<file path="src/rtl/inv_mix_columns_iter.sv">
// Iterative AES InvMixColumns stage: NUM_LANES column multipliers are reused
// over 4/NUM_LANES cycles; the bypass path serves the final round.
module inv_mix_columns_iter #(
  parameter int NUM_LANES = 1
) (
  input  logic         clk,
  input  logic         rst,
  input  logic         in_valid,
  output logic         in_ready,
  input  logic [127:0] in_data,
  input  logic         in_bypass,
  output logic         out_valid,
  input  logic         out_ready,
  output logic [127:0] out_data
);

  localparam int BUSY_CYCLES = 4 / NUM_LANES;

  typedef enum logic [1:0] {IDLE, BUSY, DONE} state_t;

  state_t       state_q, state_d;
  logic [1:0]   cnt_q, cnt_d;
  logic [127:0] work_q, work_d;
  logic [127:0] out_data_q, out_data_d;
  logic         out_valid_q, out_valid_d;

  function automatic logic [7:0] xtime(input logic [7:0] b);
    return {b[6:0], 1'b0} ^ (b[7] ? 8'h1b : 8'h00);
  endfunction

  function automatic logic [31:0] inv_col(input logic [31:0] c);
    logic [7:0] a [4];
    logic [7:0] m9 [4];
    logic [7:0] mb [4];
    logic [7:0] md [4];
    logic [7:0] me [4];
    logic [7:0] x2, x4, x8;
    logic [31:0] r;
    r = '0;
    for (int i = 0; i < 4; i++) begin
      a[i]  = c[31-8*i -: 8];
      x2    = xtime(a[i]);
      x4    = xtime(x2);
      x8    = xtime(x4);
      m9[i] = x8 ^ a[i];
      mb[i] = x8 ^ x2 ^ a[i];
      md[i] = x8 ^ x4 ^ a[i];
      me[i] = x8 ^ x4 ^ x2;
    end
    // Row r of the result rotates the 0E,0B,0D,09 coefficient row by r.
    for (int i = 0; i < 4; i++) begin
      r[31-8*i -: 8] = me[i] ^ mb[(i+1)%4] ^ md[(i+2)%4] ^ m9[(i+3)%4];
    end
    return r;
  endfunction

  always_comb begin
    int col;
    col         = 0;
    state_d     = state_q;
    cnt_d       = cnt_q;
    work_d      = work_q;
    out_data_d  = out_data_q;
    out_valid_d = out_valid_q;
    case (state_q)
      IDLE: begin
        if (in_valid) begin
          work_d = in_data;
          cnt_d  = 2'd0;
          if (in_bypass) begin
            state_d     = DONE;
            out_data_d  = in_data;
            out_valid_d = 1'b1;
          end else begin
            state_d = BUSY;
          end
        end
      end
      BUSY: begin
        for (int l = 0; l < NUM_LANES; l++) begin
          col = (int'(cnt_q) * NUM_LANES + l) & 3;
          work_d[127-32*col -: 32] = inv_col(work_q[127-32*col -: 32]);
        end
        cnt_d = cnt_q + 2'd1;
        if (int'(cnt_q) == BUSY_CYCLES - 1) begin
          state_d     = DONE;
          cnt_d       = 2'd0;
          out_data_d  = work_d;
          out_valid_d = 1'b1;
        end
      end
      DONE: begin
        if (out_ready) begin
          out_valid_d = 1'b0;
          state_d     = IDLE;
        end
      end
      default: state_d = IDLE;
    endcase
  end

  always_ff @(posedge clk) begin
    if (rst) begin
      state_q     <= IDLE;
      cnt_q       <= 2'd0;
      work_q      <= '0;
      out_data_q  <= '0;
      out_valid_q <= 1'b0;
    end else begin
      state_q     <= state_d;
      cnt_q       <= cnt_d;
      work_q      <= work_d;
      out_data_q  <= out_data_d;
      out_valid_q <= out_valid_d;
    end
  end

  assign in_ready  = (state_q == IDLE) && !rst;
  assign out_valid = out_valid_q;
  assign out_data  = out_data_q;

endmodule

</file>
<file path="config.mk">
export PLATFORM = sky130hd
export DESIGN_NAME = inv_mix_columns_iter
export DESIGN_NICKNAME = d
export VERILOG_FILES = /design/src/rtl/inv_mix_columns_iter.sv
export SDC_FILE = /design/constraint.sdc
export NUM_CORES = 1
export LEC_CHECK = 0
export BUFFER_PORTS_ARGS = -buffer_cell sky130_fd_sc_hd__buf_2
export CAP_MARGIN = 25
export CORE_MARGIN = 1
export CORE_UTILIZATION = 51
export DETAILED_ROUTE_END_ITERATION = 10
export PLACE_DENSITY = 0.75
export SKIP_LAST_GASP = 1
export SYNTH_ARGS = -nofsm -noshare
export SYNTH_HDL_FRONTEND = slang
export SYNTH_SLANG_ARGS = --single-unit
</file>
<file path="constraint.sdc">
create_clock -name clk -period 3.3 [get_ports clk]
set_input_delay 0.165 -clock clk [delete_from_list [all_inputs] [get_ports clk]]
set_output_delay 0.165 -clock clk [all_outputs]
set_load 0.03 [all_outputs]
</file>
==> metrics.md <==
| Metric | Value |
|---|---|
| Outcome | `finished with violations` |
| Failing checks | `hold timing, setup timing` |
| Fin cells | `about 2,300` |
| Critical path class | `flip-flop to flip-flop` |
| Clk_skew | `approximately 22 ps` |
| Top_reg_cell synth | `dfxtp_1` |
| Total clock sinks | `between 200 and 300` |
| Area leader, netlist | `dfxtp_1` |
| Setup TNS | `-287 ps` |
| Place WS | `-412 ps` |
| Psw | `0.00859 W` |
| Worst-Skew Late Latency | `about 580 ps` |
| Slowest cell on crit path | `mux4_2` |
| Post-synth EDFFs | `0` |
| Slew headroom | `0.356` |
| CTS tree | `done` |
| Top Ports | `approximately 260` |
| Worst setup margin | `-76.3 ps` |
| Most numerous cell in the Yosys netlist | `dfxtp_1` |
| Syn Area/Cell | `roughly 9.4 um^2` |
| CP max FO | `7` |
| Clock Path Buffers | `3` |
| H-tree depth | `1` |
| RSZ-0062 raised after global routing | `yes` |
| Ys async rst share | `0` |
| Nets@finish | `between 2,000 and 2,500` |
| Gr usage total | `0.364` |
| Core ar. | `28,700 um^2` |
| Die area | `roughly 30,000 um^2` |
| CP Data Required Time | `~3800 ps` |
| Reg clk slew, reported paths | `roughly 60 ps` |
| Largest net degree at the start of global routing | `~130` |
| Sequential share of the synthesized area | `0.351` |
| Min Clock Period, post-route | `roughly 3400 ps` |
| CP Cell Sequence | `buf_12, mux4_2, buf_6, xor2_4, xor3_2, buf_4, xnor3_1, buf_4, nor2_1, a211oi_2, buf_4, a211oi_1` |
| Die width | `about 170 um` |
| DP Area | `17,500 um^2` |
| Yosys Warn Count | `0` |
| Worst Setup Start Kind | `flip-flop` |
| First-pass iteration count of the detailed router | `6` |
| Fin area | `slightly below 20,000 um^2` |
| Cell count after placement | `~2,200` |
| Cell variety after synth | `50` |
| Rows | `62` |
| Reg2Reg Setup Slack | `-80 ps` |
| Layout area overhead | `32.3%` |
| Sw Ratio | `0.435` |
| Post-DP HPWL | `a little over 40,000 um` |
| Leakage | `7.79 nW` |
| Seq cells post-synth | `about 260` |
| Endpoints failing setup | `10` |
| Number of remaining DRC errors | `0` |
| R2r startpoint | `cnt_q[0]$_SDFFE_PP0P_` |
| First-pass GRT wire length | `83,000 um` |
| Int Pwr | `~0.011 W` |
| Mapped Area | `roughly 15,000 um^2` |
| Reg2Reg Capture Point | `out_data[34]$_SDFFE_PP0P_` |
| Slew Viols, Final | `0` |
| Synth Net Count | `~1,700` |
| Fraction of layout cells with a size suffix above 1 | `0.356` |
| Via density | `approximately 6.3` |
| Clock power share | `0.167` |
| Commonest cells in the netlist | `dfxtp_1, nor2_1, a211oi_1, clkbuf_1, nor3b_1` |
| Grt total ovfl | `0` |
| Crit path largest cell delay | `a little under 600 ps` |
| Comb pwr share | `0.642` |
| WHS | `-7.53 ps` |
| Vias in the first global route | `13,300` |
| Seq pwr share | `0.191` |
| Worst R2R Path Depth | `12` |
| Wirelength per Cell | `24.3 um` |
| Hold Crit Depth | `3` |
| WL final | `56,700 um` |
| Initial Utilization | `0.519` |
| Largest cells by area after synthesis | `dfxtp_1, a211oi_1, nor2_1, xnor2_1, xnor3_1` |
| Initial drt markers | `~1,700` |
| # Max-Cap Violations | `0` |
| Hold Vio Cnt, Final | `2` |
| Most frequent CP cell | `buf_4` |
| Port bufs | `about 260` |
| Hold wc startpoint | `in_data[12]` |
| Least-Margin Pin Slew | `slightly below 1000 ps` |
| Die height | `about 170 um` |
| Hold endpoint | `work_q[12]$_SDFFE_PP0P_` |
| Share of the synthesized area in the top cell type | `0.351` |
| Pwr/cell area | `between 1000 and 1500 nW/um^2` |
| Vias | `roughly 15,000` |
| Total CTS buffers | `29` |
| Hold Crit Class | `input port to flip-flop` |
| Maximum vdd drop | `0.000838 V` |
| Post-route ant nets | `0` |
| Max Clock Freq | `0.296 GHz` |
| Fillers | `2,257` |
| Root buf cell | `clkbuf_16` |
| Cells after synthesis | `1,584` |
| Arrival time worst endpoint | `3870 ps` |
| Initial antenna violation count | `3` |
| RePlAce Congestion | `1.02` |
| Crit share post-route | `1.02` |
| Nature of the critical path endpoint | `flip-flop` |
## critical path, delay by kind of cell (launching register included)
| kind | cells | cell delay, ps |
|---|---|---|
| compound gates | 2 | 290 |
| xor+xnor | 3 | 990 |
| buf+inv | 5 | 860 |
| flops | 1 | 410 |
| mux | 1 | 580 |
| simple gates | 1 | 160 |
## how the worst max path moves through the flow
stage                           from                   endpoint  slack [ps]  depth (start not counted)
2_1_floorplan  cnt_q[0]$_SDFFE_PP0P_   work_q[125]$_SDFFE_PP0P_         120                          9
3_3_place_gp   cnt_q[0]$_SDFFE_PP0P_   out_data[7]$_SDFFE_PP0P_        -340                         10
3_5_place_dp   cnt_q[0]$_SDFFE_PP0P_   out_data[7]$_SDFFE_PP0P_        -410                         10
4_1_cts        cnt_q[0]$_SDFFE_PP0P_    work_q[98]$_SDFFE_PP0P_         -60                         12
5_1_grt        cnt_q[0]$_SDFFE_PP0P_  out_data[34]$_SDFFE_PP0P_        -130                         12
6_report       cnt_q[0]$_SDFFE_PP0P_  out_data[34]$_SDFFE_PP0P_         -80                         12
## metal layers
metal,global-route usage,vias to the layer above,wire (um)
met5,0,-,28
met4,0.126,4,2030
met3,0.0715,136,6910
met2,0.547,920,24900
met1,0.519,7066,22800
li1,-,6503,-
## timing repair
item                                    4_1_cts  5_1_grt
endpoints found under the setup margin      130      188
setup buffers                                 3       16
resized for setup                            36      100
gates cloned                                  0        1
hold buffers                                 25        1
endpoints found under the hold margin        39        1
pin swaps                                    12       44
## power groups by stage
stage	Clock (W)	Combinational [W]	Sequential (W)
3_3_place_gp	0	0.0107	0.00380
2_1_floorplan	0	0.00527	0.00390
6_report	0.00331	0.0127	0.00377
5_1_grt	0.00345	0.0129	0.00378
3_5_place_dp	0	0.0108	0.00381
4_1_cts	0.00332	0.0113	0.00374
## stage by stage
stage          utilization  total power [W]
6_report             0.687           0.0197
5_1_grt              0.687           0.0201
4_1_cts              0.660           0.0184
3_5_place_dp         0.609           0.0146
3_3_place_gp         0.609           0.0145
2_1_floorplan            -          0.00916
## registers in the layout, summed over array words and instances (netlist names)
register and flops:
out_data 128, work_q 128, cnt_q 2, state_q 2, out_valid 1
## cell families (layout without fill, tap and decap cells)
kind of cell    Yosys count  in the layout  synth area share
compound gates          455            455             0.229
buf+inv                 190            555            0.0555
mux                      32             32            0.0486
other cells               0              2                 0
fa+ha+maj                 4              4           0.00336
flops                   261            261             0.351
xor+xnor                180            180             0.163
simple gates            462            462             0.149
## cell usage in the layout, fill, tap and decap left out, drive strengths merged, types with 4 or more instances in the layout
master,n
clkbuf,45
nand2,77
a311oi,16
a211oi,205
ha,4
xor3,5
xnor2,104
clkinv,5
nand2b,7
nor2,237
o41ai,6
dlygate4sd3,26
mux4,32
o21a,24
buf,452
a221oi,41
xor2,34
xnor3,37
nor2b,5
nor3,5
nand3,10
o221ai,17
o21ai,7
or3,9
o211ai,34
dfxtp,261
nand3b,8
a31oi,6
o221a,4
nor3b,98
inv,25
a21oi,90
## layout make-up
cell class,instances,area [um^2],area share
Multi-Input combinational cell,1133,9660,0.490
Sequential cell,261,5230,0.265
Timing Repair Buffer,480,3300,0.167
Clock buffer,43,848,0.0430
Tap cell,384,480,0.0244
Clock inverter,9,114,0.00577
Inverter,23,86.3,0.00438
Antenna cell,2,5.00,0.000254
Note: power is estimated with default switching activity, not from simulation.
